<file path="config.mk">
export PLATFORM = sky130hd
export DESIGN_NAME = uart_tx_serializer
export DESIGN_NICKNAME = d
export VERILOG_FILES = /design/src/rtl/uart_tx_serializer.sv
export SDC_FILE = /design/constraint.sdc
export NUM_CORES = 1
export LEC_CHECK = 0
export CAP_MARGIN = 20
export CORE_UTILIZATION = 30
export DETAILED_ROUTE_END_ITERATION = 10
export DONT_BUFFER_PORTS = 1
export HOLD_SLACK_MARGIN = 0.08
export PLACE_DENSITY = 0.51
export SLEW_MARGIN = 30
export SYNTH_ARGS = -nofsm -noshare
export SYNTH_HDL_FRONTEND = slang
export SYNTH_SLANG_ARGS = --single-unit
</file>
<file path="constraint.sdc">
create_clock -name CLK -period 2.4 [get_ports CLK]
set_input_delay 0.6 -clock CLK [delete_from_list [all_inputs] [get_ports CLK]]
set_output_delay 0.6 -clock CLK [all_outputs]
set_load 0.02 [all_outputs]
</file>
<file path="src/rtl/uart_tx_serializer.sv">
// uart_tx_serializer
// Byte-wide UART transmitter. It accepts one byte per tx_valid/tx_ready
// handshake. The byte goes out on TXD as a start bit, then 8 data bits
// LSB-first, then an optional parity bit, then 1 or 2 stop bits.
// TXD, tx_ready and state_mon all come straight from flops, so the pin never
// sees a combinational glitch and no input reaches an output in the same cycle.
module uart_tx_serializer #(
  parameter int CLK_DIV   = 434,  // CLK cycles per bit, 2..65535
  parameter int PARITY    = 0,    // 0 = none, 1 = even, 2 = odd
  parameter int STOP_BITS = 1     // 1 or 2
) (
  input  logic       CLK,
  input  logic       RST,
  input  logic [7:0] tx_data,
  input  logic       tx_valid,
  output logic       tx_ready,
  output logic       TXD,
  output logic [2:0] state_mon
);

  typedef enum logic [2:0] {
    ST_IDLE   = 3'd0,
    ST_START  = 3'd1,
    ST_DATA   = 3'd2,
    ST_PARITY = 3'd3,
    ST_STOP   = 3'd4
  } state_t;

  localparam logic [15:0] DIV_LAST  = 16'(CLK_DIV - 1);
  localparam logic [2:0]  STOP_LAST = 3'(STOP_BITS - 1);
  localparam bit          HAS_PAR   = (PARITY != 0);

  state_t      state_reg;
  logic [15:0] div_reg;
  logic [2:0]  bit_cnt_reg;
  logic [7:0]  shift_reg;
  logic        parity_reg;
  logic        txd_reg;
  logic        tx_ready_reg;

  // The parity of tx_data is computed on the accept edge as an XOR chain.
  // The chain is seeded with 1 for odd parity, which inverts the even result.
  logic [8:0] par_chain;
  logic       parity_next;

  assign par_chain[0] = (PARITY == 2);

  generate
    for (genvar gi = 0; gi < 8; gi++) begin : g_par
      assign par_chain[gi+1] = par_chain[gi] ^ tx_data[gi];
    end
  endgenerate

  assign parity_next = par_chain[8];

  // End of the current bit period. Every non-idle state lasts exactly CLK_DIV cycles.
  logic bit_tick;
  assign bit_tick = (div_reg == DIV_LAST);

  // Frame sequencer. It owns every output flop.
  // In the stop state, bit_cnt_reg counts the stop bits, so the 16-bit divider
  // never has to reach STOP_BITS*CLK_DIV.
  always_ff @(posedge CLK or negedge RST) begin
    if (!RST) begin
      state_reg    <= ST_IDLE;
      div_reg      <= 16'd0;
      bit_cnt_reg  <= 3'd0;
      shift_reg    <= 8'd0;
      parity_reg   <= 1'b0;
      txd_reg      <= 1'b1;
      tx_ready_reg <= 1'b1;
    end else begin
      if (state_reg != ST_IDLE) begin
        div_reg <= bit_tick ? 16'd0 : div_reg + 16'd1;
      end

      case (state_reg)
        ST_IDLE: begin
          if (tx_valid && tx_ready_reg) begin
            shift_reg    <= tx_data;
            parity_reg   <= parity_next;
            tx_ready_reg <= 1'b0;
            txd_reg      <= 1'b0;
            div_reg      <= 16'd0;
            bit_cnt_reg  <= 3'd0;
            state_reg    <= ST_START;
          end
        end

        ST_START: begin
          if (bit_tick) begin
            txd_reg     <= shift_reg[0];
            bit_cnt_reg <= 3'd0;
            state_reg   <= ST_DATA;
          end
        end

        ST_DATA: begin
          if (bit_tick) begin
            if (bit_cnt_reg == 3'd7) begin
              bit_cnt_reg <= 3'd0;
              if (HAS_PAR) begin
                txd_reg   <= parity_reg;
                state_reg <= ST_PARITY;
              end else begin
                txd_reg   <= 1'b1;
                state_reg <= ST_STOP;
              end
            end else begin
              shift_reg   <= {1'b0, shift_reg[7:1]};
              txd_reg     <= shift_reg[1];
              bit_cnt_reg <= bit_cnt_reg + 3'd1;
            end
          end
        end

        ST_PARITY: begin
          if (bit_tick) begin
            txd_reg     <= 1'b1;
            bit_cnt_reg <= 3'd0;
            state_reg   <= ST_STOP;
          end
        end

        ST_STOP: begin
          if (bit_tick) begin
            if (bit_cnt_reg == STOP_LAST) begin
              bit_cnt_reg  <= 3'd0;
              tx_ready_reg <= 1'b1;
              state_reg    <= ST_IDLE;
            end else begin
              bit_cnt_reg <= bit_cnt_reg + 3'd1;
            end
          end
        end

        default: begin
          state_reg    <= ST_IDLE;
          txd_reg      <= 1'b1;
          tx_ready_reg <= 1'b1;
        end
      endcase
    end
  end

  assign TXD       = txd_reg;
  assign tx_ready  = tx_ready_reg;
  assign state_mon = state_reg;

endmodule

</file>
# Word level (Yosys, flattened, before mapping)
# Cells that the tools add are included.
# totals
wordCells	70
ff_bits	32
out_inout_bits	5
inputBits	11
# classes
bitwise	2
muxes	32
reduce_logical	13
n_eq_ne	15
add_sub_neg	2
# ops
operator	n
16-bit two-way mux	4
3-bit two-way mux	13
8-bit two-way mux	3
16-bit by 1-bit adder with 16-bit output, second input constant	1
16-bit by 9-bit == test with 1-bit output, second input constant	1
2-bit != test, second input constant	8
8-bit case mux with 2 select lines	1
3-bit case mux with 5 select lines	1
3-bit case mux with 4 select lines	1
5-bit AND reduction	2
4-bit AND reduction	2
1-bit two-way mux	7
7-bit AND reduction	1
3-bit by 2-bit == test with 1-bit output, second input constant	2
3-bit == test, second input constant	2
3-bit zero test	2
1-bit case mux with 5 select lines	1
4-bit nonzero test	1
3-bit by 1-bit adder with 3-bit output, second input constant	1
3-bit by 1-bit == test with 1-bit output, second input constant	1
1-bit case mux with 3 select lines	1
3-bit nonzero test	1
3-bit OR reduction	1
2-bit by 1-bit != test with 1-bit output, second input constant	1
other kinds (4)	5

# Depth between registers and ports, before layout
# Gate-level depths: netlist of run 1.
# logic_depth
ltp_word	5
mapped_depth	9
depth_no_buf	7

# Least setup slack after synthesis of run 1
# Ideal clock, no wire load.
# synth_path
kind	register to register
from	reg div_reg[10]
to	reg bit_cnt_reg[0]
synth_period_minus_slack_ns	2.088
setup_time_ns	0.124
path_stages_with_launch	8
n_path_buf	2
required_time_ns	2.276
path_slack_ns	0.312
arrival_time_ns	1.964
cell_sequence	dfrtp_1 > or4_4 > nor4_4 > buf_6 > nor2_1 > or3_1 > buf_2 > mux2i_1
# synth_via
elab_chain_cells	3
elab_cells_between_ends	5
classes_between	eq/ne (4); reduce/logical (1)
# synth_lines
item	line	text
start: declaration	34	logic [15:0] div_reg;
start signal: assignment	74	div_reg <= bit_tick ? 16'd0 : div_reg + 16'd1;
16-bit by 9-bit == test with 1-bit output (*)	58	assign bit_tick = (div_reg == DIV_LAST);
2-bit by 1-bit != test with 1-bit output (no source line) or 2-bit != test (tied branches)	n/a	
5-bit AND reduction (no source line) (*)	n/a	
end signal: assignment	112	bit_cnt_reg <= bit_cnt_reg + 3'd1;
end signal: assignment	132	bit_cnt_reg <= bit_cnt_reg + 3'd1;
end: declaration	35	logic [2:0] bit_cnt_reg;
# Mark *: on every way between the ends. The rest lies on a longest branch, timed or not.
# A chain may end at the register's enable or synchronous reset.

# Worst setup path in the final report of run 1
# layout_path
from	reg div_reg[13]
to	reg bit_cnt_reg[1]
# The elaborated chain is that of the path after synthesis.

==> run_results.csv, run 1 <==
group,metric,value,unit
synth,syn_nets,218,
timing,fin_ws,0.143,ns
routing,drt_iter0_drc,116,
final_layout,finalInstanceArea,2090,sq um
setup_path,crit_family,"simple AND/OR/NAND/NOR gates",
routing,vias_per_cell,5.21,
placement,placed_area,1950,sq um
setup_path,path_max_fanout,5,
global_route,grt_pass1_wl,7280,um
final_layout,antenna_cells,0,
setup_path,cp_slowest_cell,"or4_1",
die,start_util,31.9,%
timing,fin_worst_skew,0.0107,ns
synth,synthTopCellsByCount,"o21ai_0, dfrtp_1, nand2_1",
synth,yosys.area.top_type_share,41.7,%
die,num_io_pins,16,
global_route,grt_max_degree,31,
setup_path,path_buf_inv,1,
final_layout,drive_above_1_share,14.2,%
status,status,"finished, final reports clean",
placement,hpwl,2800,um
timing,setup_viol,0,
timing,tightest_slew,0.719,ns
setup_path,reg2regPathDepth,6,
synth,synthFlopType,"dfrtp_1",
synth,ys_top_cells_by_area,"dfrtp_1, o21ai_0, mux2i_1",
synth,syn_inst,202,
placement,gp_congestion,0.793,
clock_network,cts.clk_slew.worst_paths,0.08,ns
placement,dpl.cell_count,275,
clock_network,cts_buffers,5,
global_route,grt_overflow,0,
synth,synth.cell_area,1800,sq um
clock_network,cts_resized,0,
routing,post_drt_wl_per_cell,14.6,um
clock_network,htree_num_levels,2,
routing,drc_errors,0,
power,pwr-share-comb,1.6,%
power,cellPowerDensity,543,nW/um^2
setup_path,cp.arrival,2.42,ns
timing,timing.final.hold_violations,0,
global_route,grt_pass1_vias,1452,
power,p_leak,0.841,nW
power,p_clk_share,51.0,%
die,die_h,79.5,um
clock_network,cts-root-buf,"clkbuf_8",
synth,synth_top_cell_by_area,"dfrtp_1",
setup_path,startpoint_type,"flip-flop",
timing,holdWs,0.136,ns
power,p_int,0.912,mW
global_route,antenna_found_initial,0,
final_layout,largest_reg_flops,16,
setup_path,crit_type,"flip-flop to flip-flop",
setup_path,cp_slowest_stage_delay,0.58,ns
power,p_sw_share,19.7,%
die,die_x,79.5,um
synth,avgSynthCellArea,8.92,sq um
timing,finalCriticalPeriod,2.26,ns
final_layout,ff_latch_area,803,sq um
routing,wl,4150,um
final_layout,areaGrowthSynthToFinish,16.1,%
routing,antenna_left,0,
placement,numPortBuffers,0,
final_layout,final_cell_count_no_fill,284,
timing,fmax,443,MHz
synth,yosysWarnings,0,
synth,async_reset_ff_share,100,%
final_layout,final_nets,227,
final_layout,fill_cells,576,
worst_hold_path,hp-class,"input port to async pin",
synth,ys_seq_area_share,44.6,%
clock_network,cts.sinks,32,
synth,synth.most_common_cell,"o21ai_0",
synth,ys_seq_elements,32,
die,die-area,6320,sq um
timing,min_period_over_period,94.0,%
clock_network,cts_buffer_depth,2,
run,cap_viol_max_count,0,
clock_network,clk-insertion-delay-late,0.28,ns
timing,fin_setup_tns,0,ns
timing,report.final.slew_viol_count,0,
synth,synth_edf_count,0,
setup_path,r2r-end,"bit_cnt_reg[1]$_DFFE_PN0P_",
setup_path,r2r_slack,0.14,ns
power,worst_ir_drop_vdd,223,uV
routing,vias,1481,
final_layout,fin_util,37.1,%
die,rows,27,
timing,rsz0062_at_grt,"false",
setup_path,cp-end-kind,"flip-flop",
global_route,grtUsageTotal,14.7,%
setup_path,cp_cell_sequence,"or4_1 -> nor4_4 -> buf_12 -> a21oi_1 -> or3_1 -> mux2i_1",
synth,synth_cell_type_count,37,
placement,dp_slack,0.134,ns
timing,slew_headroom,51.9,%
clock_network,cts_tree,"done",
setup_path,timing.rr.start,"div_reg[13]$_DFF_PN0_",
final_layout,multiInputGateArea,912,sq um
power,p_total,1.14,mW
setup_path,critPathRequiredTime,2.57,ns
power,p_switching,0.224,mW
die,core_area,5640,sq um
power,seq_power_share,47.4,%
routing,drt_first_pass_iters,4,
layout by cell type (no fill, tap or decap), types with 4 or more instances in the layout:
master,count
nand3_1,7
a21oi_1,14
ha_1,5
nand2_1,24
buf_4,12
nor3_1,10
o21ai_0,31
clkbuf_8,7
inv_1,8
dfrtp_1,30
nor2_1,8
mux2i_1,11
nor4_1,4
final cells by class:
cell class | instances | area share [%]
Sequential cell | 32 | 38.4
Inverter | 8 | 1.44
Tap cell | 72 | 4.31
Multi-Input combinational cell | 150 | 43.6
Clock buffer | 7 | 4.61
Clock inverter | 1 | 1.44
Timing Repair Buffer | 14 | 6.22
cells by family after synthesis:
group	Yosys count	share of synthesized area, %
simple gates	74	21.8
compound gates	57	17.8
flops	32	44.6
buf+inv	20	4.79
mux	11	6.11
fa+ha+maj	5	3.47
xor+xnor	3	1.46
per-layer routing:
metal  wire length, um  track usage, %  vias to the layer above
met5                 0               0                        -
met4                 0            4.91                        0
met3               174            3.09                        0
met2              1810            21.0                       29
met1              2160            21.7                      703
li1                  -               -                      749
what timing repair did:
item / in CTS / in global routing
buffers inserted: 0 / 0
endpoints found under the hold margin: 30 / 0
hold buffers: 1 / 0
worst max-delay path by stage:
| stage | startpoint | to | slack, ns | cells past startpoint |
|---|---|---|---|---|
| CTS | div_reg[13]$_DFF_PN0_ | bit_cnt_reg[1]$_DFFE_PN0P_ | 0.12 | 6 |
| global route | div_reg[1]$_DFF_PN0_ | shift_reg[7]$_DFFE_PN0P_ | 0.02 | 9 |
| detailed placement | div_reg[13]$_DFF_PN0_ | bit_cnt_reg[1]$_DFFE_PN0P_ | 0.13 | 6 |
| finish | div_reg[13]$_DFF_PN0_ | bit_cnt_reg[1]$_DFFE_PN0P_ | 0.14 | 6 |
| floorplan | div_reg[10]$_DFF_PN0_ | bit_cnt_reg[0]$_DFFE_PN0P_ | 0.31 | 7 |
| global placement | div_reg[1]$_DFF_PN0_ | bit_cnt_reg[2]$_DFFE_PN0P_ | 0.17 | 8 |
power by group through the flow:
stage | Combinational (mW) | Sequential [mW] | Clock [mW]
2_1_floorplan | 0.00399 | 0.550 | 0
6_report | 0.0180 | 0.539 | 0.579
5_1_grt | 0.0213 | 0.539 | 0.614
3_5_place_dp | 0.00464 | 0.550 | 0
3_3_place_gp | 0.00460 | 0.550 | 0
4_1_cts | 0.0193 | 0.539 | 0.594
No activity file was read; power rests on OpenSTA's default activity.
==> run 2: changes to the inputs <==
--- a/config.mk
+++ b/config.mk
@@ -6,11 +6,11 @@
 export NUM_CORES = 1
 export LEC_CHECK = 0
 export CAP_MARGIN = 20
-export CORE_UTILIZATION = 30
+export CORE_UTILIZATION = 28
 export DETAILED_ROUTE_END_ITERATION = 10
 export DONT_BUFFER_PORTS = 1
 export HOLD_SLACK_MARGIN = 0.08
-export PLACE_DENSITY = 0.51
+export PLACE_DENSITY = 0.48
 export SLEW_MARGIN = 30
 export SYNTH_ARGS = -nofsm -noshare
 export SYNTH_HDL_FRONTEND = slang
==> run_results.csv, run 2 (synthesized netlist as in run 1, its figures left out) <==
group,metric,value,unit
die,die_x,82.2,um
timing,tightest_slew,0.785,ns
timing,slew_headroom,47.4,%
global_route,grt_pass1_vias,1436,
global_route,met2_usage,21.4,%
clock_network,cts_buffers,5,
placement,dpl.cell_count,276,
setup_path,cp.arrival,2.42,ns
setup_path,cp_slowest_cell,"or3b_2",
clock_network,postCtsSetupRepairBufs,0,
run,cap_viol_max_count,0,
clock_network,cts.sinks,32,
clock_network,cts_tree,"done",
clock_network,cts.clk_slew.worst_paths,0.07,ns
placement,gp_congestion,0.751,
global_route,use_met1,18.9,%
setup_path,cp_slowest_stage_delay,0.47,ns
timing,rsz0062_at_grt,"false",
timing,fin_worst_skew,0.00482,ns
timing,report.final.slew_viol_count,0,
final_layout,ff_latch_area,803,sq um
power,p_sw_share,22.4,%
final_layout,layout_common_cells,"o21ai_0, dfrtp_1, nand2_1",
global_route,grt_pass1_wl,7070,um
setup_path,startpoint_type,"flip-flop",
placement,numPortBuffers,0,
routing,wl,4220,um
global_route,grt_max_degree,31,
final_layout,layout_commonest_cell,"o21ai_0",
power,p_switching,0.215,mW
final_layout,multiInputGateArea,912,sq um
placement,placed_area,1920,sq um
status,status,"finished, final reports clean",
clock_network,cts-root-buf,"clkbuf_8",
setup_path,path_max_fanout,14,
timing,finalCriticalPeriod,2.26,ns
timing,fin_setup_tns,0,ns
routing,vias,1474,
power,cellPowerDensity,474,nW/um^2
final_layout,largest_reg_flops,16,
setup_path,critPathRequiredTime,2.57,ns
global_route,grtUsageTotal,14.2,%
routing,drc_errors,0,
final_layout,areaGrowthSynthToFinish,12.1,%
timing,min_period_over_period,94.0,%
die,rows,28,
worst_hold_path,hp-class,"input port to async pin",
final_layout,final_cell_count_no_fill,284,
power,worst_ir_drop_vdd,230,uV
die,core_area,6060,sq um
final_layout,finalInstanceArea,2020,sq um
power,p_total,0.958,mW
global_route,top_usage_layer,"met2",
timing,setup_viol,0,
setup_path,cp-end-kind,"flip-flop",
routing,antenna_left,0,
power,p_int,0.743,mW
routing,drt_first_pass_iters,4,
die,start_util,29.7,%
setup_path,crit_type,"flip-flop to flip-flop",
power,pwr-share-comb,1.9,%
power,seq_power_share,56.3,%
die,die_h,82.2,um
final_layout,final_nets,225,
setup_path,timing.rr.start,"div_reg[1]$_DFF_PN0_",
clock_network,clk-insertion-delay-late,0.28,ns
final_layout,fill_cells,632,
routing,drt_iter0_drc,63,
die,num_io_pins,16,
placement,hpwl,2810,um
clock_network,cts_buffer_depth,2,
setup_path,startpoint,"div_reg[1]$_DFF_PN0_",
global_route,grt_use_met3,4.40,%
power,p_clk_share,41.8,%
global_route,antenna_found_initial,0,
final_layout,drive_above_1_share,12.4,%
routing,vias_per_cell,5.19,
timing,timing.final.hold_violations,0,
clock_network,htree_num_levels,2,
setup_path,cp_cell_sequence,"inv_1 -> ha_1 -> or3b_2 -> nor4_4 -> buf_4 -> a21oi_1 -> or3_1 -> mux2i_1",
die,die-area,6760,sq um
timing,fmax,443,MHz
power,p_leak,0.805,nW
global_route,grt_overflow,0,
final_layout,antenna_cells,0,
routing,post_drt_wl_per_cell,14.8,um
## run 2: changes by cell type in the layout (fill, tap and decap cells not counted)
cell       before  now
bufinv_16       1    0
buf_12          2    1
clkinv_2        0    1
clkbuf_1        0    1
clkbuf_8        7    5
buf_4          12   11
## run 2: metal layers
layer / share of wire [%] / up-vias
met3: 5.0 / 5
met4: 1.9 / 0
li1: - / 737
met5: 0 / -
met2: 45 / 24
met1: 48 / 708
## run 2: critical path: cells and delay by family, from the launching register on
family          cells  cell delay, ns
fa+ha+maj           1            0.14
buf+inv             2            0.31
simple gates        3            1.06
flops               1            0.41
compound gates      1            0.08
mux                 1            0.14
## run 2: area by class of cell
class	count	share of cell area [%]
well taps	75	4.65
inverters	8	1.49
multi-input cells	150	45.2
clock buffers	6	3.59
flip-flops and latches	32	39.8
clock inverters	1	0.248
repair buffers	12	5.08
## run 2: worst paths after layout
kind / cells past startpoint / endpoint / slack [ns]
setup reg to reg: 8 / bit_cnt_reg[0]$_DFFE_PN0P_ / 0.14
hold reg to reg: 2 / shift_reg[0]$_DFFE_PN0P_ / 0.48
min in group CLK: 1 / tx_ready$_DFFE_PN1P_ / 0.36
setup / recovery: 8 / bit_cnt_reg[0]$_DFFE_PN0P_ / 0.14
hold / removal: 1 / shift_reg[7]$_DFFE_PN0P_ / 0.14
max in group asynchronous: 1 / div_reg[6]$_DFF_PN0_ / 2.09
## run 2: power groups by stage
stage / clock (mW) / sequential [mW] / combinational (mW)
finish: 0.401 / 0.539 / 0.0178
global route: 0.428 / 0.539 / 0.0207
CTS: 0.410 / 0.539 / 0.0190
detailed placement: 0 / 0.550 / 0.00458
global placement: 0 / 0.550 / 0.00456
floorplan: 0 / 0.550 / 0.00399
## run 2: metrics by stage
step,util [%],hold slack (ns),setup slack (ns)
floorplan,-,0.304,0.312
global placement,31.7,0.305,0.167
detailed placement,31.7,0.305,0.144
CTS,33.3,0.136,0.142
global route,33.3,0.136,0.0251
finish,33.3,0.140,0.145
## run 2: repair_timing
action | CTS | global route
resized for setup | 0 | 0
hold buffers | 1 | 0
hold endpoints to repair | 30 | 0
==> run 3: changes to the inputs <==
--- a/config.mk
+++ b/config.mk
@@ -5,12 +5,12 @@
 export SDC_FILE = /design/constraint.sdc
 export NUM_CORES = 1
 export LEC_CHECK = 0
+export BUFFER_PORTS_ARGS = -buffer_cell sky130_fd_sc_hd__buf_2
 export CAP_MARGIN = 20
 export CORE_UTILIZATION = 28
 export DETAILED_ROUTE_END_ITERATION = 10
-export DONT_BUFFER_PORTS = 1
 export HOLD_SLACK_MARGIN = 0.08
-export PLACE_DENSITY = 0.48
+export PLACE_DENSITY = 0.51
 export SLEW_MARGIN = 30
 export SYNTH_ARGS = -nofsm -noshare
 export SYNTH_HDL_FRONTEND = slang
==> run_results.csv, run 3 (synthesized netlist as in run 1, its figures left out) <==
group,metric,value,unit
placement,dpl.cell_count,290,
clock_network,cts_buffers,5,
setup_path,r2r_slack,0.24,ns
setup_path,startpoint_type,"flip-flop",
global_route,grt_max_degree,33,
routing,drc_errors,0,
clock_network,cts_buffer_depth,2,
timing,report.final.slew_viol_count,0,
setup_path,cp.arrival,2.33,ns
power,cellPowerDensity,478,nW/um^2
routing,drt_first_pass_iters,4,
worst_hold_path,hp-class,"input port to async pin",
timing,rsz0062_at_grt,"false",
routing,antenna_left,0,
setup_path,r2r-end,"div_reg[4]$_DFF_PN0_",
timing,tightest_slew,0.735,ns
die,rows,28,
final_layout,final_nets,238,
routing,vias,1490,
setup_path,critPathRequiredTime,2.56,ns
placement,placed_area,1990,sq um
die,die-area,6760,sq um
timing,min_period_over_period,90.2,%
placement,gp_congestion,0.800,
setup_path,path_max_fanout,13,
final_layout,multiInputGateArea,912,sq um
routing,post_drt_wl_per_cell,13.5,um
status,status,"finished, final reports clean",
timing,finalCriticalPeriod,2.16,ns
placement,hpwl,2760,um
final_layout,finalInstanceArea,2080,sq um
final_layout,drive_above_1_share,17.5,%
final_layout,fill_cells,628,
die,die_x,82.2,um
clock_network,cts-root-buf,"clkbuf_8",
final_layout,layout_common_cells,"o21ai_0, dfrtp_1, nand2_1",
clock_network,cts.clk_slew.worst_paths,0.07,ns
routing,vias_per_cell,5.00,
clock_network,htree_num_levels,2,
clock_network,clk-insertion-delay-late,0.28,ns
clock_network,cts.sinks,32,
global_route,met2_usage,20.2,%
global_route,antenna_found_initial,0,
global_route,grtUsageTotal,13.7,%
clock_network,cts_tree,"done",
power,worst_ir_drop_vdd,183,uV
setup_path,cp_slowest_stage_delay,0.47,ns
final_layout,largest_reg_flops,16,
run,cap_viol_max_count,0,
timing,fin_ws,0.235,ns
final_layout,final_cell_count_no_fill,298,
global_route,grt_pass1_vias,1478,
setup_path,reg2regPathDepth,8,
placement,numPortBuffers,15,
final_layout,areaGrowthSynthToFinish,15.4,%
clock_network,postCtsSetupRepairBufs,0,
global_route,use_met1,19.6,%
global_route,top_usage_layer,"met2",
final_layout,antenna_cells,0,
global_route,grt_use_met3,2.53,%
placement,dp_slack,0.245,ns
final_layout,fin_util,34.3,%
setup_path,crit_type,"flip-flop to flip-flop",
clock_network,hold_buffers,0,
final_layout,layout_commonest_cell,"o21ai_0",
setup_path,cp-end-kind,"flip-flop",
setup_path,timing.rr.start,"div_reg[1]$_DFF_PN0_",
timing,fin_setup_tns,0,ns
die,start_util,29.7,%
timing,fmax,462,MHz
setup_path,cp_cell_sequence,"inv_1 -> ha_1 -> or3b_2 -> nor4_4 -> buf_4 -> nor2_1 -> a21oi_1 -> o21ai_0",
power,p_leak,0.854,nW
die,num_io_pins,16,
routing,wl,4030,um
setup_path,cp_slowest_cell,"or3b_2",
timing,timing.final.hold_violations,0,
timing,fin_worst_skew,0.00848,ns
timing,slew_headroom,51.0,%
global_route,grt_overflow,0,
clock_network,cts_resized,0,
routing,drt_iter0_drc,84,
timing,setup_viol,0,
final_layout,ff_latch_area,803,sq um
die,core_area,6060,sq um
global_route,grt_pass1_wl,7040,um
die,die_h,82.2,um
[run 3: cell count changes in the layout (fill, tap and decap cells not counted)]
cell      previous run  this run
clkinv_2             1         0
clkbuf_1             1         2
buf_2                0        15
buf_12               1         0
buf_4               11        10
clkbuf_8             5         6
[run 3: through the flow]
step,power (mW),hold WS [ns]
CTS,1.02,0.398
floorplan,0.554,0.304
detailed placement,0.574,0.468
global route,1.03,0.427
finish,0.993,0.375
global placement,0.574,0.457
[run 3: critical path, delay by kind of cell, from the launching register on]
family / cells / cell delay [ns]
adders and majority gates: 1 / 0.14
AOI/OAI and AO/OA: 2 / 0.27
and+or+nand+nor: 3 / 0.90
buffers and inverters: 2 / 0.33
DFF: 1 / 0.41
[run 3: cell type report]
class,instances,share of cell area [%]
clock buffer,8,4.33
inverter,8,1.44
multi-input combinational,150,43.9
sequential,32,38.6
tap,75,4.51
timing repair buffer,25,7.22
[run 3: worst max-delay path by stage]
stage	start	endpoint	slack, ns
after CTS	div_reg[1]$_DFF_PN0_	bit_cnt_reg[1]$_DFFE_PN0P_	0.23
after global routing	div_reg[1]$_DFF_PN0_	div_reg[4]$_DFF_PN0_	0.07
after floorplan	div_reg[10]$_DFF_PN0_	bit_cnt_reg[0]$_DFFE_PN0P_	0.31
after global placement	div_reg[1]$_DFF_PN0_	bit_cnt_reg[0]$_DFFE_PN0P_	0.29
after detailed placement	div_reg[1]$_DFF_PN0_	bit_cnt_reg[1]$_DFFE_PN0P_	0.24
final	div_reg[1]$_DFF_PN0_	div_reg[4]$_DFF_PN0_	0.24
[run 3: routing by layer]
metal,part of all wire (%),up-vias
met5,0,-
met1,53,698
met4,0.65,0
met3,3.4,2
met2,43,24
li1,-,766
[run 3: report_power, final]
| group | internal, mW | switching (mW) | total, mW |
|---|---|---|---|
| Combinational | 0.00825 | 0.0153 | 0.0235 |
| Clock | 0.234 | 0.197 | 0.430 |
| Sequential | 0.539 | 0 | 0.539 |
